<file path="config.mk">
export PLATFORM = sky130hd
export DESIGN_NAME = arduino_coord_rx
export DESIGN_NICKNAME = d
export VERILOG_FILES = /design/src/rtl/arduino_comm_pkg.sv /design/src/rtl/gpio_sync.sv /design/src/rtl/arduino_coord_rx.sv
export SDC_FILE = /design/constraint.sdc
export NUM_CORES = 1
export LEC_CHECK = 0
export CAP_MARGIN = 20
export CORE_MARGIN = 4
export CORE_UTILIZATION = 52
export CTS_BUF_LIST = sky130_fd_sc_hd__clkbuf_4 sky130_fd_sc_hd__clkbuf_8
export DETAILED_ROUTE_END_ITERATION = 6
export GPL_ROUTABILITY_DRIVEN = 0
export PLACE_DENSITY = 0.85
export SYNTH_ARGS = -nofsm -noshare
export SYNTH_HDL_FRONTEND = slang
export SYNTH_SLANG_ARGS = --single-unit
</file>
<file path="constraint.sdc">
create_clock -name clk -period 1.9 [get_ports clk]
set_clock_uncertainty 0.1 [all_clocks]
set_input_delay 0.38 -clock clk [delete_from_list [all_inputs] [get_ports clk]]
set_output_delay 0.38 -clock clk [all_outputs]
set_load 0.05 [all_outputs]
</file>
<file path="src/rtl/arduino_comm_pkg.sv">
// Shared types and constants for the Arduino coordinate link receiver.
// COORD_CLAMP_EN (see arduino_coord_rx) uses the screen bounds defined here.
package arduino_comm_pkg;

  localparam int DATA_W_DEFAULT = 10;

  localparam int X_MAX = 639;
  localparam int Y_MAX = 479;

  // Strobe edge polarity: rising edge carries X, falling edge carries Y.
  localparam logic POL_X = 1'b0;
  localparam logic POL_Y = 1'b1;

  typedef enum logic [1:0] {
    IDLE,
    SETTLE,
    CAPTURE
  } rx_state_t;

endpackage

</file>
<file path="src/rtl/gpio_sync.sv">
// WIDTH-bit, STAGES-deep flop chain bringing asynchronous GPIO pins into clk.
module gpio_sync #(
  parameter int WIDTH  = 1,
  parameter int STAGES = 2
) (
  input  logic             clk,
  input  logic             reset,
  input  logic [WIDTH-1:0] d,
  output logic [WIDTH-1:0] q
);

  logic [WIDTH-1:0] chain [STAGES];

  always_ff @(posedge clk) begin
    if (reset) begin
      for (int i = 0; i < STAGES; i++) chain[i] <= '0;
    end else begin
      // NOTE: non-blocking so each stage takes its predecessor's old value.
      chain[0] <= d;
      for (int i = 1; i < STAGES; i++) chain[i] <= chain[i-1];
    end
  end

  assign q = chain[STAGES-1];

endmodule

</file>
<file path="src/rtl/arduino_coord_rx.sv">
// Arduino X/Y coordinate receiver: sync, settle-validated strobe edges, atomic pair commit.
// Define COORD_CLAMP_EN to clamp committed coordinates to the X_MAX/Y_MAX screen bounds.
module arduino_coord_rx
  import arduino_comm_pkg::*;
#(
  parameter int DATA_W         = DATA_W_DEFAULT,
  parameter int SYNC_STAGES    = 2,
  parameter int SETTLE_CYCLES  = 4,
  parameter int TIMEOUT_CYCLES = 1_000_000,
  parameter int ERR_W          = 8
) (
  input  logic              clk,
  input  logic              reset,
  input  logic [DATA_W-1:0] gpio_data,
  input  logic              gpio_strobe,
  output logic [DATA_W-1:0] x_coord,
  output logic [DATA_W-1:0] y_coord,
  output logic              coord_valid,
  output logic              link_alive,
  output logic [ERR_W-1:0]  err_count
);

  localparam int SC_W   = (SETTLE_CYCLES > 1) ? $clog2(SETTLE_CYCLES) : 1;
  localparam int TMO_W  = (TIMEOUT_CYCLES > 2) ? $clog2(TIMEOUT_CYCLES) : 1;
  localparam int WARM_W = $clog2(SYNC_STAGES + 2);
  localparam logic [SC_W-1:0]   SETTLE_LOAD = SC_W'(SETTLE_CYCLES - 1);
  localparam logic [TMO_W-1:0]  TMO_MAX     = TMO_W'(TIMEOUT_CYCLES - 1);
  localparam logic [WARM_W-1:0] WARM_DONE   = WARM_W'(SYNC_STAGES + 1);

  logic              strobe_s, strobe_d;
  logic [DATA_W-1:0] data_s;

  gpio_sync #(.WIDTH(1), .STAGES(SYNC_STAGES)) u_strobe_sync (
    .clk(clk), .reset(reset), .d(gpio_strobe), .q(strobe_s)
  );

  gpio_sync #(.WIDTH(DATA_W), .STAGES(SYNC_STAGES)) u_data_sync (
    .clk(clk), .reset(reset), .d(gpio_data), .q(data_s)
  );

  // Pin levels present at reset are a baseline, not edges: hold off edge
  // detection until the synchroniser and the edge register have filled.
  logic [WARM_W-1:0] warm_cnt;
  logic              edge_en, rise, fall;

  assign edge_en = (warm_cnt == WARM_DONE);
  assign rise    = edge_en &  strobe_s & ~strobe_d;
  assign fall    = edge_en & ~strobe_s &  strobe_d;

  rx_state_t       state, state_n;
  logic [SC_W-1:0] settle_cnt, settle_cnt_n;
  logic            pol, pol_n;
  logic            glitch;

  always_comb begin
    // NOTE: every output gets a default first so no path infers a latch.
    state_n      = state;
    settle_cnt_n = settle_cnt;
    pol_n        = pol;
    glitch       = 1'b0;
    unique case (state)
      IDLE: begin
        if (rise || fall) begin
          state_n      = SETTLE;
          pol_n        = fall ? POL_Y : POL_X;
          settle_cnt_n = SETTLE_LOAD;
        end
      end
      SETTLE: begin
        if ((pol == POL_X) ? fall : rise) begin
          glitch  = 1'b1;
          state_n = IDLE;
        end else if (settle_cnt == '0) begin
          state_n = CAPTURE;
        end else begin
          settle_cnt_n = settle_cnt - 1'b1;
        end
      end
      CAPTURE: state_n = IDLE;
      default: state_n = IDLE;
    endcase
  end

  logic              have_x;
  logic [DATA_W-1:0] x_hold;
  logic              cap_x, cap_y, commit, orphan;
  logic [DATA_W-1:0] x_commit, y_commit;
  logic [TMO_W-1:0]  tmo_cnt, tmo_cnt_n;

  assign cap_x  = (state == CAPTURE) && (pol == POL_X);
  assign cap_y  = (state == CAPTURE) && (pol == POL_Y);
  assign commit = cap_y &  have_x;
  assign orphan = cap_y & ~have_x;

  always_comb begin
`ifdef COORD_CLAMP_EN
    x_commit = (int'(x_hold) > X_MAX) ? DATA_W'(X_MAX) : x_hold;
    y_commit = (int'(data_s) > Y_MAX) ? DATA_W'(Y_MAX) : data_s;
`else
    x_commit = x_hold;
    y_commit = data_s;
`endif
  end

  always_comb begin
    tmo_cnt_n = tmo_cnt;
    if (commit)                tmo_cnt_n = '0;
    else if (tmo_cnt != TMO_MAX) tmo_cnt_n = tmo_cnt + 1'b1;
  end

  always_ff @(posedge clk) begin
    if (reset) begin
      state       <= IDLE;
      settle_cnt  <= '0;
      pol         <= POL_X;
      strobe_d    <= 1'b0;
      warm_cnt    <= '0;
      have_x      <= 1'b0;
      x_hold      <= '0;
      x_coord     <= '0;
      y_coord     <= '0;
      coord_valid <= 1'b0;
      link_alive  <= 1'b0;
      err_count   <= '0;
      tmo_cnt     <= '0;
    end else begin
      state       <= state_n;
      settle_cnt  <= settle_cnt_n;
      pol         <= pol_n;
      strobe_d    <= strobe_s;
      if (!edge_en) warm_cnt <= warm_cnt + 1'b1;
      coord_valid <= commit;
      tmo_cnt     <= tmo_cnt_n;

      if (cap_x) begin
        x_hold <= data_s;
        have_x <= 1'b1;
      end else if (commit) begin
        have_x <= 1'b0;
      end

      if (commit) begin
        x_coord <= x_commit;
        y_coord <= y_commit;
      end

      if (commit)                   link_alive <= 1'b1;
      else if (tmo_cnt_n == TMO_MAX) link_alive <= 1'b0;

      if ((glitch || orphan) && (err_count != '1)) err_count <= err_count + 1'b1;
    end
  end

endmodule
</file>
* Yosys cells after proc, flatten, opt, wreduce, memory -nomap -nowiden
Memories as Yosys holds them, arrays and structs flattened.
Cells that the tools add are included.
** Cells by class
- Add/sub/neg operators :: 4
- Eq/ne operators :: 10
- Multiplexer cells :: 25
- Bitwise operators :: 14
- Reduce and logical (&&, ||, !) cells :: 13
** Operators with widths (number)
- $mux 20 :: 2
- $add 20x1->20 const B :: 1
- $eq 20x20->1 const B :: 1
- $mux 10 :: 2
- $ne 20x20->1 const B :: 1
- $mux 1 :: 13
- $mux 2 :: 6
- $add 8x1->8 const B :: 1
- $ne 8x8->1 const B :: 1
- $pmux 2 s2 :: 2
- $and 1x1->1 :: 6
- $ne 2x2->1 const B :: 3
- $reduce_bool 2->1 :: 3
- $eq 2x2->1 const B :: 2
- $logic_not 2->1 :: 2
- $not 1->1 :: 4
- $or 1x1->1 :: 4
- $reduce_and 2->1 :: 2
- $reduce_and 4->1 :: 1
- $logic_and 1x1->1 :: 3
- $ne 3x3->1 const B :: 1
- $add 2x1->2 const B :: 1
- $eq 2x1->1 const B :: 1
- $logic_or 1x1->1 :: 2
- $sub 2x1->2 const B :: 1
** Word-level totals
- Register bits :: 69
- Memory bits (writable) :: 22
- Input port bits :: 13
- Logic and storage cells :: 81
- Memories :: 2
** Memories
- u_data_sync.chain :: words 2, bits a word 10, read ports 2, clocked after Yosys merged registers in 0, wr ports 2, RTL line gpio_sync.sv:12 : logic [WIDTH-1:0] chain [STAGES];
- u_strobe_sync.chain :: words 2, bits a word 1, read ports 2, clocked after Yosys merged registers in 0, wr ports 2, RTL line gpio_sync.sv:12

* Longest topological paths before layout
- Depth after elaboration :: 8
- Mapped depth :: 8
- Mapped depth without buffers :: 7

* Cells and area by module
From an unflattened synthesis, not the netlist that was laid out.
** Second synthesis, totals
- Cell total of the unflattened synthesis :: 417
- Area total of the unflattened synthesis :: 3885.0 µm²
** Modules (own cells, without submodules)
- arduino_coord_rx :: instances 1, cells an instance 361, area an instance 3139.3 µm², sequential area each 1381.3 µm²
- gpio_sync (u_data_sync) :: instances 1, cells an instance 52, area an instance 693.2 µm², sequential area each 400.4 µm²
- gpio_sync (u_strobe_sync) :: instances 1, cells an instance 4, area an instance 52.6 µm², sequential area each 40.0 µm²

* Least setup slack after synthesis
OpenSTA, ideal clock, no wires.
- Path type :: reg-to-reg
- Start :: reg tmo_cnt[0]
- End :: reg link_alive
- Setup time :: 134 ps
- Arrival :: 1680 ps
- Required time :: 1666 ps
- Path slack :: -14 ps
- Stages on the path, launching flop included :: 9
- Path buffers :: 1
- Period minus slack after synthesis :: 1914 ps
- Cells stage by stage :: dfxtp_1 ha_1 and3_1 buf_2 nand3_2 nor2_4 a22oi_2 nor4_2 a31oi_1
** Between the ends
- Word-level cells in the longest chain between the ends :: 5
- Elaborated cells on any way between the ends :: 6
- Those cells by class :: add/sub: 1; eq/ne: 2; mux: 2; reduce/logical: 1
** RTL lines
- from (decl) :: RTL line arduino_coord_rx.sv:88 : logic [TMO_W-1:0] tmo_cnt, tmo_cnt_n;
- from (signal assigned) :: RTL line arduino_coord_rx.sv:133 : tmo_cnt <= tmo_cnt_n;
- $add 20x1->20 / $ne 20x20->1 (equally long branches) :: RTL line arduino_coord_rx.sv:108 : else if (tmo_cnt != TMO_MAX) tmo_cnt_n = tmo_cnt + 1'b1;
- $mux 20 * :: RTL line arduino_coord_rx.sv:108
- $mux 20 * :: RTL line arduino_coord_rx.sv:107 : if (commit) tmo_cnt_n = '0;
- $eq 20x20->1 * :: RTL line arduino_coord_rx.sv:148 : else if (tmo_cnt_n == TMO_MAX) link_alive <= 1'b0;
- $reduce_bool 2->1 (no source line) *
- to (signal assigned) :: RTL line arduino_coord_rx.sv:123 : link_alive <= 1'b0;
- to (signal assigned) :: RTL line arduino_coord_rx.sv:147 : if (commit) link_alive <= 1'b1;
- to (signal assigned) :: RTL line arduino_coord_rx.sv:148
- to (decl) :: RTL line arduino_coord_rx.sv:19 : output logic link_alive,
Mark *: on every way between the ends. The rest lies on a longest branch, timed or not.
A chain may end at the register's enable or synchronous reset.

* Worst setup path in the final report
- Start :: reg tmo_cnt[6]
- End :: reg link_alive
The elaborated chain is that of the path after synthesis.

==> out/results.tsv <==
stage	metric	value	unit
run_status	outcome	finished with violations	
run_status	violated checks	negative setup slack	
grt	vias in the first global route	2842	
logic_synthesis	Synth top area share	49.7	%
logic_synthesis	count leader, synth	dfxtp_1	
finish	Antenna diodes	0	
floorplan	row count	30	
pwr	total power	3.41	mW
worst_hold_path	HP Class	reg -> reg	
drt	DRC Markers	0	
finish	ratio of cells with drive above 1 in the final layout	22.1	%
finish	area occupied by multi-input gates	1820	sq um
drt	wire per inst	14.4	um
setup_path	critical path class	reg -> reg	
drt	post-route antenna net violation count	0	
sta	# setup viols final	1	
clocking	clk buf depth	2	
grt	global route overflow	0	
sta	PnR worst setup slack	-0.0331	ns
place	DP Area	4170	sq um
sta	Slew Limit Headroom	73.8	%
drt	vias	2949	
floorplan	Die H	92.0	um
pwr	pwr dens	761	nW/um^2
clocking	CTS Buf Count	9	
pwr	worst vdd ir	0.675	mV
finish	Final Instance Area	4480	sq um
floorplan	DIE WIDTH	92.0	um
finish	synthesis-to-finish area growth	22.3	%
finish	FF/Latch Area	1830	sq um
drt	drt initial violations	148	
pwr	Leak	1.67	nW
logic_synthesis	synth unique cells	53	
logic_synthesis	sequential fraction of the synthesis area	49.7	%
sta	Pins Over Slew Limit	0	
logic_synthesis	syn avg cell area	9.28	sq um
drt	Pre-antenna DRT Iters	4	
logic_synthesis	Mapped Cells	395	
clocking	TritonCTS clock tree	yes	
logic_synthesis	EDFF count, synth	0	
grt	GRT Overall Usage	18.6	%
drt	via/cell ratio	5.38	
sta	fmax	517	MHz
finish	FILL cells	550	
sta	worst slew pin tran	0.389	ns
finish	final non-filler cell total	548	
setup_path	Critical Path RT	2.04	ns
clocking	Worst-path clk slew	0.10	ns
setup_path	CP Max Fanout	4	
grt	first-pass GRT wire length	12600	um
floorplan	Die ar.	8450	sq um
clocking	H-Tree Depth	3	
grt	largest net degree at the start of global routing	56	
place	Placed Cells incl. Taps	530	
logic_synthesis	Post-synth top flop	dfxtp_1	
clocking	Clock Latency Late Sink	0.37	ns
setup_path	CP startpoint kind	register	
logic_synthesis	Mapped Nets	412	
place	HPWL after detailed placement	5320	um
floorplan	I/O pins	43	
floorplan	Core ar.	6830	sq um
logic_synthesis	yosys warns	0	
logic_synthesis	Cell Area, Synth	3660	sq um
logic_synthesis	Synth area leaders	dfxtp_1, nand2_1, nor2_1	
sta	RSZ-0062 raised after global routing	yes	
clocking	CTS Sinks	91	
finish	fin util	65.6	%
floorplan	initial core utilization	53.6	%
logic_synthesis	dominant cell type by area after synthesis	dfxtp_1	
place	PortBufs	42	
logic_synthesis	Commonest cells post-synth	dfxtp_1, nand2_1, nor2_1, nor2b_1, a21oi_1	
sta	Tcrit/Tclk final	102	%
sta	final period demand of the worst path	1.93	ns
job	MaxCap Viol Count	0	
setup_path	CP Capture Type	register	
sta	WHS	0.352	ns
logic_synthesis	FF+latch count, synth	91	
drt	DRT Wirelength	7870	um
grt	initial antenna violation count	0	
setup_path	crit path DAT	2.07	ns
sta	final hold viol count	0	
logic_synthesis	Async SR Flop Fraction	0	%
clocking	CTS root buf	clkbuf_8	
finish	Final nets	464	
==> layout make-up <==
type,count,share of cell area (%)
Clock inverter,7,1.54
Inverter,5,0.419
Multi-Input combinational cell,279,40.7
Clock buffer,9,2.76
Tap cell,96,2.68
Timing Repair Buffer,61,11.1
Sequential cell,91,40.9
==> report_power, final <==
part | switching, mW | internal, mW | total (mW)
registers | 0.0289 | 1.95 | 1.98
logic | 0.0800 | 0.0846 | 0.165
clock network | 0.760 | 0.506 | 1.27
==> stage by stage <==
step / setup WS (ns) / TNS, ns
2_1_floorplan: 0.00573 / 0
3_3_place_gp: 0.0591 / 0
3_5_place_dp: -0.0301 / -0.0555
4_1_cts: 0.00286 / 0
5_1_grt: -0.0397 / -0.0397
6_report: -0.0331 / -0.0331
==> metal layers <==
layer	vias to the layer above	routed length [um]	GRT usage [%]
met5	-	0	0
met4	0	187	8.66
met3	21	490	4.76
met2	97	3890	31.3
met1	1391	3300	22.2
li1	1440	-	-
==> flip-flops by register name, summed over array words and instances (netlist names), 2 cells and up <==
register             count
tmo_cnt                 20
u_data_sync.chain       20
x_commit                10
x_coord                 10
y_coord                 10
err_count                8
settle_cnt               2
state                    2
u_strobe_sync.chain      2
warm_cnt                 2
==> critical path, stage by stage (launching register included) <==
cell and delay, ns:
dfxtp_1 0.41, nand4_2 0.26, nor3_1 0.33, xnor2_1 0.21, o2111ai_1 0.20, nor4_2 0.17, a31oi_1 0.11
==> worst paths after layout <==
check	startpoint	end	slack [ns]	cells after the start
min reg2reg	u_data_sync.chain[0][1]$_SDFF_PP0_	u_data_sync.chain[0][11]$_SDFF_PP0_	0.35	1
max reg2reg	tmo_cnt[6]$_SDFF_PP0_	link_alive$_SDFFE_PP0P_	-0.03	6
max	tmo_cnt[6]$_SDFF_PP0_	link_alive$_SDFFE_PP0P_	-0.03	6
min	u_data_sync.chain[0][1]$_SDFF_PP0_	u_data_sync.chain[0][11]$_SDFF_PP0_	0.35	1
==> repair_timing <==
action	CTS	global route
hold buffers	0	0
gates resized for setup	3	20
setup endpoints to repair	2	7
buffers inserted	0	2
pin swaps	0	5
==> layout by cell type, fill, tap and decap left out, types with 9 or more instances in the layout <==
cell type,Yosys,routed
buf_4,1,48
mux2i_1,13,13
nand2_1,56,56
xor2_1,13,12
clkdlybuf4s50_1,0,11
dfxtp_1,91,83
nor2_1,50,50
xnor2_1,10,10
clkbuf_8,0,9
a21oi_1,26,26
nor2b_1,27,27
==> logic make-up after synthesis <==
family	share of synthesized area (%)
compound gates	9.01
xor+xnor	5.50
fa+ha+maj	1.37
buf+inv	3.07
flops	49.7
mux	3.55
simple gates	27.8
Note: power is estimated with default switching activity, not from simulation.
